--- config.mk ---
export PLATFORM = sky130hd
export DESIGN_NAME = video_pattern_gen
export DESIGN_NICKNAME = d
export VERILOG_FILES = /design/src/rtl/video_pattern_gen.sv
export SDC_FILE = /design/constraint.sdc
export NUM_CORES = 1
export LEC_CHECK = 0
export ABC_CLOCK_PERIOD_IN_PS = 5790
export CORE_ASPECT_RATIO = 1.75
export CORE_MARGIN = 3
export CORE_UTILIZATION = 30
export DETAILED_ROUTE_END_ITERATION = 12
export GPL_TIMING_DRIVEN = 0
export PLACE_DENSITY_LB_ADDON = 0.1
export SYNTH_ARGS = -nofsm -noshare
export SYNTH_HDL_FRONTEND = slang
export SYNTH_SLANG_ARGS = --single-unit
--- constraint.sdc ---
create_clock -name SYS_CLK_I -period 5.79 [get_ports SYS_CLK_I]
set_input_delay 1.158 -clock SYS_CLK_I [delete_from_list [all_inputs] [get_ports SYS_CLK_I]]
set_output_delay 1.158 -clock SYS_CLK_I [all_outputs]
set_load 0.03 [all_outputs]
--- src/rtl/video_pattern_gen.sv ---
// Parametrised video source: frames of programmable size and blanking, four
// pattern modes, valid/ready output with registered pixel and sideband flags.
module video_pattern_gen #(
  parameter int G_DATA_WIDTH   = 8,
  parameter int G_NUM_CHANNELS = 3
) (
  input  logic                                   SYS_CLK_I,
  input  logic                                   RESETN_I,
  input  logic                                   ENABLE_I,
  input  logic [12:0]                            HORZ_RES_I,
  input  logic [12:0]                            VERT_RES_I,
  input  logic [12:0]                            H_BLANK_I,
  input  logic [15:0]                            V_BLANK_I,
  input  logic [15:0]                            NUM_FRAMES_I,
  input  logic [1:0]                             MODE_I,
  input  logic [G_DATA_WIDTH*G_NUM_CHANNELS-1:0] SOLID_COLOR_I,
  input  logic                                   READY_I,
  output logic                                   DATA_VALID_O,
  output logic [G_DATA_WIDTH*G_NUM_CHANNELS-1:0] DATA_O,
  output logic                                   FRAME_START_O,
  output logic                                   LINE_END_O,
  output logic                                   FRAME_END_O,
  output logic                                   BUSY_O,
  output logic                                   DONE_O,
  output logic [15:0]                            FRAME_COUNT_O
);
  localparam int PW = G_DATA_WIDTH * G_NUM_CHANNELS;

  typedef enum logic [2:0] {S_IDLE, S_ACTIVE, S_HBLANK, S_VBLANK, S_DONE} state_t;

  state_t        state, state_n;
  logic [12:0]   x, x_n, y, y_n, bcnt, bcnt_n, bar_w;
  logic [12:0]   h_q, h_n, v_q, v_n, hb_q, hb_n;
  logic [2:0]    bar, bar_n, rgb;
  logic [15:0]   blank, blank_n, fc_n, vb_q, vb_n, nf_q, nf_n;
  logic [1:0]    mode_q, mode_n;
  logic [PW-1:0] solid_q, solid_n, data_n;
  logic [G_DATA_WIDTH-1:0] xv, yv;
  logic          beat, start_ok, relatch, vexit;
  logic          valid_n, fs_n, le_n, fe_n;

  assign beat     = DATA_VALID_O & READY_I;
  assign start_ok = ENABLE_I && (HORZ_RES_I != '0) && (VERT_RES_I != '0);
  assign bar_w    = (h_q[12:3] == '0) ? 13'd1 : {3'b000, h_q[12:3]};

  // Colour-bar order white..black as {B,G,R}; bit n drives channel n mod 3.
  function automatic logic [2:0] bar_rgb(input logic [2:0] b);
    case (b)
      3'd0:    bar_rgb = 3'd7;
      3'd1:    bar_rgb = 3'd3;
      3'd2:    bar_rgb = 3'd6;
      3'd3:    bar_rgb = 3'd2;
      3'd4:    bar_rgb = 3'd5;
      3'd5:    bar_rgb = 3'd1;
      3'd6:    bar_rgb = 3'd4;
      default: bar_rgb = 3'd0;
    endcase
  endfunction

  always_ff @(posedge SYS_CLK_I or negedge RESETN_I) begin
    if (!RESETN_I) begin
      state         <= S_IDLE;
      x             <= '0;
      y             <= '0;
      bar           <= '0;
      bcnt          <= '0;
      blank         <= '0;
      h_q           <= '0;
      v_q           <= '0;
      hb_q          <= '0;
      vb_q          <= '0;
      nf_q          <= '0;
      mode_q        <= '0;
      solid_q       <= '0;
      DATA_VALID_O  <= 1'b0;
      DATA_O        <= '0;
      FRAME_START_O <= 1'b0;
      LINE_END_O    <= 1'b0;
      FRAME_END_O   <= 1'b0;
      BUSY_O        <= 1'b0;
      DONE_O        <= 1'b0;
      FRAME_COUNT_O <= '0;
    end else begin
      state         <= state_n;
      x             <= x_n;
      y             <= y_n;
      bar           <= bar_n;
      bcnt          <= bcnt_n;
      blank         <= blank_n;
      h_q           <= h_n;
      v_q           <= v_n;
      hb_q          <= hb_n;
      vb_q          <= vb_n;
      nf_q          <= nf_n;
      mode_q        <= mode_n;
      solid_q       <= solid_n;
      DATA_VALID_O  <= valid_n;
      DATA_O        <= data_n;
      FRAME_START_O <= fs_n;
      LINE_END_O    <= le_n;
      FRAME_END_O   <= fe_n;
      BUSY_O        <= (state_n != S_IDLE);
      DONE_O        <= (state_n == S_DONE);
      FRAME_COUNT_O <= fc_n;
    end
  end

  always_comb begin
    state_n = state;
    x_n     = x;
    y_n     = y;
    bar_n   = bar;
    bcnt_n  = bcnt;
    blank_n = blank;
    fc_n    = FRAME_COUNT_O;
    h_n     = h_q;
    v_n     = v_q;
    hb_n    = hb_q;
    vb_n    = vb_q;
    nf_n    = nf_q;
    mode_n  = mode_q;
    solid_n = solid_q;
    relatch = 1'b0;
    vexit   = 1'b0;
    case (state)
      S_IDLE: begin
        if (start_ok) begin
          relatch = 1'b1;
          x_n     = '0;
          y_n     = '0;
          fc_n    = '0;
          state_n = S_ACTIVE;
        end
      end
      S_ACTIVE: begin
        if (beat) begin
          if (x == h_q - 13'd1) begin
            x_n = '0;
            if (y != v_q - 13'd1) begin
              y_n = y + 13'd1;
              if (hb_q != '0) begin
                state_n = S_HBLANK;
                blank_n = {3'b000, hb_q} - 16'd1;
              end
            end else begin
              fc_n = FRAME_COUNT_O + 16'd1;
              if (nf_q != '0 && fc_n == nf_q) begin
                state_n = S_DONE;
              end else if (vb_q != '0) begin
                state_n = S_VBLANK;
                blank_n = vb_q - 16'd1;
              end else begin
                vexit = 1'b1;
              end
            end
          end else begin
            x_n = x + 13'd1;
          end
        end
      end
      S_HBLANK: begin
        if (blank == '0) state_n = S_ACTIVE;
        else             blank_n = blank - 16'd1;
      end
      S_VBLANK: begin
        if (blank == '0) vexit = 1'b1;
        else             blank_n = blank - 16'd1;
      end
      S_DONE: begin
        if (!ENABLE_I) state_n = S_IDLE;
      end
      default: state_n = S_IDLE;
    endcase
    // Frame boundary: continue with fresh config, or fall back to IDLE.
    if (vexit) begin
      if (start_ok) begin
        relatch = 1'b1;
        x_n     = '0;
        y_n     = '0;
        state_n = S_ACTIVE;
      end else begin
        state_n = S_IDLE;
      end
    end
    if (relatch) begin
      h_n     = HORZ_RES_I;
      v_n     = VERT_RES_I;
      hb_n    = H_BLANK_I;
      vb_n    = V_BLANK_I;
      nf_n    = NUM_FRAMES_I;
      mode_n  = MODE_I;
      solid_n = SOLID_COLOR_I;
    end
    // Bar index follows x without a divider: count pixels within the current bar.
    if (x_n == '0) begin
      bar_n  = '0;
      bcnt_n = '0;
    end else if (beat) begin
      if (bcnt == bar_w - 13'd1) begin
        bcnt_n = '0;
        if (bar != 3'd7) bar_n = bar + 3'd1;
      end else begin
        bcnt_n = bcnt + 13'd1;
      end
    end
  end

  always_comb begin
    valid_n = (state_n == S_ACTIVE);
    le_n    = valid_n && (x_n == h_n - 13'd1);
    fe_n    = le_n && (y_n == v_n - 13'd1);
    fs_n    = valid_n && (x_n == '0) && (y_n == '0);
    rgb     = bar_rgb(bar_n);
    xv      = '0;
    yv      = '0;
    for (int unsigned i = 0; i < G_DATA_WIDTH; i++) begin
      if (i < 13) begin
        xv[i] = x_n[i];
        yv[i] = y_n[i];
      end
    end
    data_n = '0;
    if (valid_n) begin
      for (int unsigned c = 0; c < G_NUM_CHANNELS; c++) begin
        case (mode_n)
          2'd0:    data_n[c*G_DATA_WIDTH +: G_DATA_WIDTH] = solid_n[c*G_DATA_WIDTH +: G_DATA_WIDTH];
          2'd1:    data_n[c*G_DATA_WIDTH +: G_DATA_WIDTH] = xv;
          2'd2:    data_n[c*G_DATA_WIDTH +: G_DATA_WIDTH] = yv;
          default: data_n[c*G_DATA_WIDTH +: G_DATA_WIDTH] = {G_DATA_WIDTH{rgb[c % 3]}};
        endcase
      end
    end
  end
endmodule
==> impl_metrics.ini, run 1 <==
[logic_synthesis]
synth_area_leader_cell = dfrtp_1
synth_cell_types = 75
ys_seq_elements = 204
synthSimpleGateAreaFrac = 0.210
synth_common_cells = dfrtp_1 (204), nor2_1 (130), nand2_1 (105)
synth_top_area_frac = 0.397
yosys_most_used_dff = dfrtp_1
yosysMostFrequentCell = dfrtp_1
yosysWarnings = 0
synth-xor-area-share = 0.0941
seq_area_frac_synth = 0.397
syn_nets = 1533
synth_area_sq_um = 12900
synth_edf_count = 0
synth_top_family_by_area = simple AND/OR/NAND/NOR gates
synth_fa_ha_area_frac = 0.0126
syn_inst = 1419
syn_avg_cell_area_sq_um = 9.06
muxShareOfSynthArea = 0.0984
ys_top_cells_by_area = dfrtp_1 (40%), mux2_2 (8.1%), xnor2_1 (5.5%), a21oi_1 (3.9%), nor2_1 (3.8%)
synth-async-reset-ratio = 1.00
synth_compound_area_frac = 0.149

[floorplan]
initial_core_util = 0.306
dieArea_sq_um = 45500
die_w_um = 163
core_region_area_sq_um = 42000
ios = 147
rows = 99
die_y_um = 280

[timing]
setup_viol_count_final = 0
finalMaxSlewViolations = 0
max_freq_ghz = 0.176
grt_setup_unrepaired = yes
finalCriticalPeriod_ns = 5.69
fin_ws_ns = 0.0979
hold_violations = 0
skew_ns = 0.0177
relSlewSlack = 0.276
worstMarginPinSlew_ns = 1.08
period_share = 0.983

[worst_setup_path]
cp-end-kind = flop
crit_buf_inv = 5
crit_arrival_ns = 6.17
path_class = in2reg
cp_common_cell = buf_6
cp_top_family = simple AND/OR/NAND/NOR gates
cp-startpoint = VERT_RES_I[6]
critPathMaxFanout = 7
critical_path.max_stage_delay_ns = 0.61
critPathSlowestCell = or4_4
cp_cell_sequence = clkdlybuf4s50_1, nor3_1, and3_1, a221oi_4, nand2_1, or4_4, nor4_4, buf_6, nor2_4, buf_6, clkbuf_16, mux2i_4, ha_2, buf_8, and3_4, nor3b_4, mux2i_2, xnor2_2, and2_1, o211ai_1, nor4_2, and4_1
required_ns = 6.27
start_kind = primary input
timing.rr.start = v_q[1]$_DFF_PN0_

[clock_tree]
cts_root_buf = clkbuf_16
cts_sinks = 204
cts_buffer_depth = 3
path_clk_slew_ns = 0.06
cts_max_level = 1
cts_tree = yes
numCtsBuffers = 24
clk-insertion-delay-late_ns = 0.54

[layout]
antenna_cells = 0
regArea_sq_um = 5110
area_growth_pct = 28.0
multiInputGateArea_sq_um = 7610
nFillCells = 4243
nets = 1728
final_util = 0.392
drive_gt1_frac = 0.141

[global_routing]
grt_max_degree = 113
grt_overflow = 0
antenna_found_initial = 0
grt_pass1_wl_um = 69900
grt_pass1_vias = 11667
grt_util_all_layers = 0.198

[run]
cap_violations = 0

[drt]
drtIter0Drc = 666
drtAntennaViolNets = 0
drt-total-wl_um = 45900
route.vias.total = 11535
vias_per_cell = 5.28
dr.pass1.iters = 8
wl_per_cell_um = 21.0
drc = 0

[power]
power.switching_w = 0.000875
p_seq_frac = 0.433
switching_share = 0.254
pwr_density_cell_nw_per_um2 = 210
pwr-share-comb = 0.121
p_leak_nw = 6.87
intPower_w = 0.00258
clkPwrFrac = 0.446
ir_worst_vdd_mv = 0.202

[placed_design]
port_buffers = 146
dp_hpwl_um = 35000
gp_congestion = 0.875
post-place-ws_ns = -2.52

[worst_hold_path]
holdCritPathClass = reg2reg
min_from = solid_q[6]$_DFF_PN0_

[outcome]
outcome = complete, no violations
through the flow:
| stage | setup TNS [ns] | instance area (sq um) | total power [W] | hold slack [ns] | instances |
|---|---|---|---|---|---|
| 2_1_floorplan | -0.0528 | 12900 | 0.00172 | 0.471 | 1419 |
| 3_3_place_gp | -1272.49 | 15100 | 0.00191 | 0.479 | 2120 |
| 3_5_place_dp | -97.16 | 15200 | 0.00191 | 0.482 | 2124 |
| 4_1_cts | -0.111 | 16300 | 0.00350 | 0.496 | 2181 |
| 5_1_grt | -0.0310 | 16500 | 0.00361 | 0.508 | 2185 |
| 6_report | 0 | 16500 | 0.00345 | 0.495 | 2185 |
placed cells by master, fill, tap and decap left out, types with 51 or more instances in the layout:
cell	n
xnor2_1	80
clkbuf_1	66
nor3_1	51
dfrtp_1	202
clkdlybuf4s50_1	143
mux2_2	91
nand2_1	103
xor2_1	52
nor2_1	130
a21oi_1	99
o21ai_0	58
power groups by stage:
stage / clock network [W] / registers [W] / logic (W)
2_1_floorplan: 0 / 0.00151 / 0.000219
3_3_place_gp: 0 / 0.00152 / 0.000388
3_5_place_dp: 0 / 0.00152 / 0.000396
4_1_cts: 0.00159 / 0.00149 / 0.000415
5_1_grt: 0.00165 / 0.00150 / 0.000455
6_report: 0.00154 / 0.00149 / 0.000416
kinds of logic after synthesis:
logic type               count (synthesis)
AND/OR/NAND/NOR                        526
AO/OA/AOI/OAI                          301
flip-flops                             204
XOR/XNOR                               135
buffers and inverters                  126
multiplexers                           114
adder cells (fa/ha/maj)                 13
worst register-to-register path: cells and delay by family (launching register included):
kind	cells	cell delay, ns
multiplexers	2	0.30
buffers and inverters	5	0.69
flip-flops	1	0.41
AO/OA/AOI/OAI	2	0.35
adder cells (fa/ha/maj)	2	0.34
XOR/XNOR	1	0.25
AND/OR/NAND/NOR	11	3.27
per-layer routing:
metal / wire (um) / track usage / vias to the layer above
met4: 1940 / 0.0771 / 0
met5: 0 / 0 / -
met2: 25200 / 0.382 / 291
li1: - / - / 5524
met3: 1850 / 0.0246 / 95
met1: 16900 / 0.216 / 5625
worst paths after layout:
path                       slack [ns]                    end  depth (start not counted)
max in group asynchronous        4.18       v_q[1]$_DFF_PN0_                          2
min reg2reg                      0.50   solid_q[6]$_DFF_PN0_                          1
min in group asynchronous        0.58    nf_q[9]$_DFFE_PN0N_                          1
max                               0.1  FRAME_END_O$_DFF_PN0_                         22
max reg2reg                      0.12  FRAME_END_O$_DFF_PN0_                         23
min                              0.50   solid_q[6]$_DFF_PN0_                          1
what timing repair did:
action	CTS	global route
pin swaps	13	13
hold buffers	0	0
setup endpoints to repair	100	26
setup buffers	17	10
gates resized for setup	39	36
layout make-up:
type | instances | area share
timing repair buffer | 177 | 0.107
tap | 555 | 0.0422
inverter | 42 | 0.00973
multi-input combinational | 1089 | 0.462
sequential | 204 | 0.310
buffer | 76 | 0.0219
clock buffer | 35 | 0.0421
clock inverter | 7 | 0.00532
state kept, by name, indices dropped and copies added, names as in the netlist, 2 cells and up:
register	flops
state	3
hb_q	13
bar	3
h_q	13
y	13
DATA_O	24
bcnt	13
solid_q	24
x	13
nf_q	16
blank	16
FRAME_COUNT_O	16
mode_q	2
v_q	13
vb_q	16
Power figures use the tool's default switching activity.
==> run 2, diff against run 1 <==
--- a/config.mk
+++ b/config.mk
@@ -12,6 +12,7 @@
 export DETAILED_ROUTE_END_ITERATION = 12
 export GPL_TIMING_DRIVEN = 0
 export PLACE_DENSITY_LB_ADDON = 0.1
+export SLEW_MARGIN = 25
 export SYNTH_ARGS = -nofsm -noshare
 export SYNTH_HDL_FRONTEND = slang
 export SYNTH_SLANG_ARGS = --single-unit
==> impl_metrics.ini, run 2 (same netlist as run 1, synthesis figures left out) <==
[outcome]
outcome = finished with violations
violations = negative setup slack

[worst_setup_path]
start_kind = primary input
path_class = in2reg
critPathMaxFanout = 8
required_ns = 6.27
cp-end-kind = flop
regToRegSetupSlack_ns = -0.04
crit_arrival_ns = 6.32

[placed_design]
dp_cells = 2126
dpl-instance-area_sq_um = 15200
post-place-ws_ns = -2.51
gp_congestion = 0.875
dp_hpwl_um = 35100
port_buffers = 146

[power]
p_seq_frac = 0.438
pwr-share-comb = 0.122
clkPwrFrac = 0.440
ir_worst_vdd_mv = 0.207
p_leak_nw = 6.90
pwr_density_cell_nw_per_um2 = 207
switching_share = 0.263
intPower_w = 0.00251
power.switching_w = 0.000897

[floorplan]
die_w_um = 163
core_region_area_sq_um = 42000
initial_core_util = 0.306
ios = 147
dieArea_sq_um = 45500
rows = 99
die_y_um = 280

[layout]
final_cell_mix = dfrtp_1 (202), clkdlybuf4s50_1 (141), nor2_1 (130)
nFillCells = 4217
layout.cells.non_filler = 2186
regArea_sq_um = 5110
multiInputGateArea_sq_um = 7570
antenna_cells = 0
area_growth_pct = 27.9
nets = 1729
reg.largest.list = DATA_O: 24 flops, solid_q: 24 flops
fin_area_sq_um = 16400
final_util = 0.392
drive_gt1_frac = 0.145
mostFrequentLayoutCell = dfrtp_1

[drt]
route.vias.total = 11541
dr.pass1.iters = 5
wl_per_cell_um = 20.9
drt-total-wl_um = 45800
drtIter0Drc = 749
vias_per_cell = 5.28
drc = 0
drtAntennaViolNets = 0

[timing]
worstMarginPinSlew_ns = 1.15
worst_hold_slack_ns = 0.495
finalCriticalPeriod_ns = 5.85
setup_viol_count_final = 1
finalMaxSlewViolations = 0
period_share = 1.01
skew_ns = 0.0132
relSlewSlack = 0.224
fin_ws_ns = -0.0571
grt_setup_unrepaired = yes
max_freq_ghz = 0.171
hold_violations = 0

[run]
cap_violations = 0

[clock_tree]
path_clk_slew_ns = 0.07
cts_sinks = 204
cts_max_level = 1
cts_root_buf = clkbuf_16
cts_buffer_depth = 3
clk-insertion-delay-late_ns = 0.54
cts_tree = yes
numCtsBuffers = 24
cts_hold_buf = 0

[worst_hold_path]
holdCritPathClass = reg2reg

[global_routing]
grt_max_degree = 87
grt_overflow = 0
antenna_found_initial = 0
grt_util_all_layers = 0.197
grt_pass1_wl_um = 69700
grt_pass1_vias = 11827
run 2: power groups by stage:
stage / clock [W] / combinational [W] / sequential, W
after floorplan: 0 / 0.000219 / 0.00151
after global placement: 0 / 0.000388 / 0.00152
after detailed placement: 0 / 0.000398 / 0.00152
after CTS: 0.00156 / 0.000418 / 0.00149
after global routing: 0.00161 / 0.000455 / 0.00150
final: 0.00150 / 0.000415 / 0.00149
run 2: stage by stage:
stage                     TNS [ns]  power (W)
after floorplan            -0.0528    0.00172
after global placement    -1272.49    0.00191
after detailed placement    -96.90    0.00192
after CTS                  -0.0311    0.00347
after global routing        -0.210    0.00356
final                      -0.0571    0.00341
run 2: area by class of cell:
| type | instances | area share |
|---|---|---|
| Multi-Input combinational cell | 1089 | 0.460 |
| Clock inverter | 10 | 0.00411 |
| Inverter | 42 | 0.00959 |
| Tap cell | 555 | 0.0422 |
| Sequential cell | 204 | 0.311 |
| Timing Repair Buffer | 174 | 0.105 |
| Buffer | 80 | 0.0257 |
| Clock buffer | 32 | 0.0427 |
run 2: critical path, cell delays in order:
cell and delay [ns]:
clkdlybuf4s50_1 0.63, or3_1 0.18, nor3_1 0.11, a221oi_4 0.39
nand2_1 0.10, or4_4 0.61, nor4_4 0.29, buf_6 0.17
nor2_4 0.05, buf_6 0.12, clkbuf_16 0.14, buf_12 0.14
buf_16 0.14, mux2i_4 0.16, ha_2 0.21, buf_8 0.12
and3_4 0.19, nor3b_4 0.19, mux2i_2 0.11, xnor2_2 0.25
and2_1 0.16, o211ai_1 0.12, nor4_2 0.32, and4_1 0.24
run 2: path summary, 6_finish.rpt:
kind                                            from                     to  cells past startpoint
worst max-delay path                   VERT_RES_I[8]  FRAME_END_O$_DFF_PN0_                     24
worst min-delay path            solid_q[0]$_DFF_PN0_   solid_q[0]$_DFF_PN0_                      1
worst max register to register      v_q[1]$_DFF_PN0_  FRAME_END_O$_DFF_PN0_                     25
worst min register to register  solid_q[0]$_DFF_PN0_   solid_q[0]$_DFF_PN0_                      1
max in group asynchronous                   RESETN_I   solid_q[3]$_DFF_PN0_                      2
min in group asynchronous                   RESETN_I    nf_q[9]$_DFFE_PN0N_                      1
run 2: layer usage:
metal	routed length, um	GRT usage
met1	16900	0.213
met5	0	0
met3	1760	0.0250
met2	24700	0.373
met4	2350	0.0952
run 2: timing repair:
item                       in CTS  in global routing
pin swaps                      12                  9
setup endpoints to repair     100                 22
setup buffers                  14                  8
resized for setup              44                 22
hold endpoints to repair        0                  0
==> run 3, diff against run 2 <==
--- a/config.mk
+++ b/config.mk
@@ -12,6 +12,7 @@
 export DETAILED_ROUTE_END_ITERATION = 12
 export GPL_TIMING_DRIVEN = 0
 export PLACE_DENSITY_LB_ADDON = 0.1
+export RECOVER_POWER = 100
 export SLEW_MARGIN = 25
 export SYNTH_ARGS = -nofsm -noshare
 export SYNTH_HDL_FRONTEND = slang
==> impl_metrics.ini, run 3 (same netlist as run 1, synthesis figures left out) <==
[worst_setup_path]
critical_path.max_stage_delay_ns = 0.61
cp-end-kind = flop
crit_arrival_ns = 6.31
cp_cell_sequence = clkdlybuf4s50_1, nor3_1, and3_1, a221oi_4, nand2_1, or4_4, nor4_4, buf_6, nor2_4, buf_6, clkbuf_16, buf_12, buf_16, mux2i_4, ha_2, buf_8, and3_4, nor3b_4, mux2i_2, xnor2_2, and2_1, o211ai_1, nor4_2, and4_1
cp_top_family = simple AND/OR/NAND/NOR gates
critPathMaxFanout = 8
critPathSlowestCell = or4_4
start_kind = primary input
path_class = in2reg
cp_common_cell = buf_6
crit_buf_inv = 7
required_ns = 6.27

[timing]
relSlewSlack = -0.480
skew_ns = 0.0126
setup_viol_count_final = 1
hold_violations = 0
fin_ws_ns = -0.0465
finalMaxSlewViolations = 209
grt_setup_unrepaired = yes
worstMarginPinSlew_ns = 2.22
max_freq_ghz = 0.171
period_share = 1.01
finalCriticalPeriod_ns = 5.84

[global_routing]
grt_pass1_vias = 11827
antenna_found_initial = 0
grt_util_all_layers = 0.197
grt_max_degree = 87
grt_overflow = 0
grt_pass1_wl_um = 69700

[placed_design]
dp_cells = 2126
port_buffers = 146
dp_hpwl_um = 35100
post-place-ws_ns = -2.51
gp_congestion = 0.875

[layout]
nFillCells = 4223
drive_gt1_frac = 0.145
nets = 1729
reg.largest.list = DATA_O: 24 flops, solid_q: 24 flops
layout.cells.non_filler = 2186
antenna_cells = 0
area_growth_pct = 27.4
mostFrequentLayoutCell = dfrtp_1
final_cell_mix = dfrtp_1 (202), nor2_1 (130), nand2_1 (104)

[drt]
wl_per_cell_um = 20.9
drc = 0
drtIter0Drc = 713
drt-total-wl_um = 45700
vias_per_cell = 5.29
dr.pass1.iters = 5
route.vias.total = 11571
drtAntennaViolNets = 0

[floorplan]
die_w_um = 163
initial_core_util = 0.306
die_y_um = 280
dieArea_sq_um = 45500
rows = 99
ios = 147
core_region_area_sq_um = 42000

[clock_tree]
path_clk_slew_ns = 0.07
cts_max_level = 1
cts_hold_buf = 0
cts_root_buf = clkbuf_16
numCtsBuffers = 24
clk-insertion-delay-late_ns = 0.54
cts_buffer_depth = 3
cts_tree = yes
cts_sinks = 204

[outcome]
outcome = finished with violations
violations = max-capacitance violations, max-slew violations, negative setup slack

[run]
cap_violations = 3

[power]
ir_worst_vdd_mv = 0.207
pwr_density_cell_nw_per_um2 = 208
p_leak_nw = 7.03

[worst_hold_path]
holdCritPathClass = reg2reg
==> run 3: final timing paths <==
path	startpoint	endpoint	slack (ns)	cells after the start
max	VERT_RES_I[4]	FRAME_END_O$_DFF_PN0_	-0.05	24
min	solid_q[0]$_DFF_PN0_	solid_q[0]$_DFF_PN0_	0.49	1
max reg2reg	v_q[1]$_DFF_PN0_	FRAME_END_O$_DFF_PN0_	-0.02	25
min reg2reg	solid_q[0]$_DFF_PN0_	solid_q[0]$_DFF_PN0_	0.49	1
max in group asynchronous	RESETN_I	v_q[1]$_DFF_PN0_	1.37	2
min in group asynchronous	RESETN_I	nf_q[9]$_DFFE_PN0N_	1.21	1
==> run 3: stage by stage <==
stage | hold slack (ns) | area [sq um] | TNS, ns | util | total power (W)
final | 0.495 | 16400 | -0.0465 | 0.390 | 0.00341
after global routing | 0.505 | 16400 | -0.210 | 0.390 | 0.00356
after CTS | 0.495 | 16300 | -0.0311 | 0.388 | 0.00347
after detailed placement | 0.481 | 15200 | -96.90 | 0.363 | 0.00192
after global placement | 0.479 | 15100 | -1272.49 | 0.360 | 0.00191
after floorplan | 0.471 | 12900 | -0.0528 | - | 0.00172
==> run 3: worst reg2reg max path, delay by kind of cell (launching register included) <==
| family | cells | cell delay (ns) |
|---|---|---|
| AO/OA/AOI/OAI | 2 | 0.35 |
| XOR/XNOR | 1 | 0.25 |
| adder cells (fa/ha/maj) | 2 | 0.32 |
| buffers and inverters | 7 | 0.91 |
| flip-flops | 1 | 0.42 |
| multiplexers | 2 | 0.28 |
| AND/OR/NAND/NOR | 11 | 3.22 |
==> run 3: per-layer routing <==
| metal | vias up | track usage | part of all wire | wire [um] |
|---|---|---|---|---|
| li1 | 5536 | - | - | - |
| met1 | 5626 | 0.213 | 0.37 | 16800 |
| met2 | 318 | 0.373 | 0.54 | 24700 |
| met3 | 91 | 0.0250 | 0.041 | 1890 |
| met4 | 0 | 0.0952 | 0.051 | 2330 |
| met5 | - | 0 | 0 | 0 |
==> run 3: what timing repair did <==
item / in CTS / in global routing
pin swaps: 12 / 9
buffers inserted: 14 / 8
gates resized for setup: 44 / 22
endpoints found under the setup margin: 100 / 22
==> run 3: final cells by class <==
type,count,area (sq um),area share
multi-input combinational,1089,7570,0.462
clock inverter,10,67.6,0.00412
timing repair buffer,174,1670,0.102
clock buffer,32,702,0.0428
inverter,42,158,0.00962
tap,555,694,0.0424
sequential,204,5110,0.312
buffer,80,423,0.0258
==> run 3: power breakdown <==
group	total [W]	internal, W	leakage (nW)	switching (W)
combinational	0.000410	0.000195	3.98	0.000215
sequential	0.00149	0.00146	2.68	0.0000332
clock	0.00150	0.000853	0.383	0.000650
total	0.00341	0.00251	7.03	0.000898
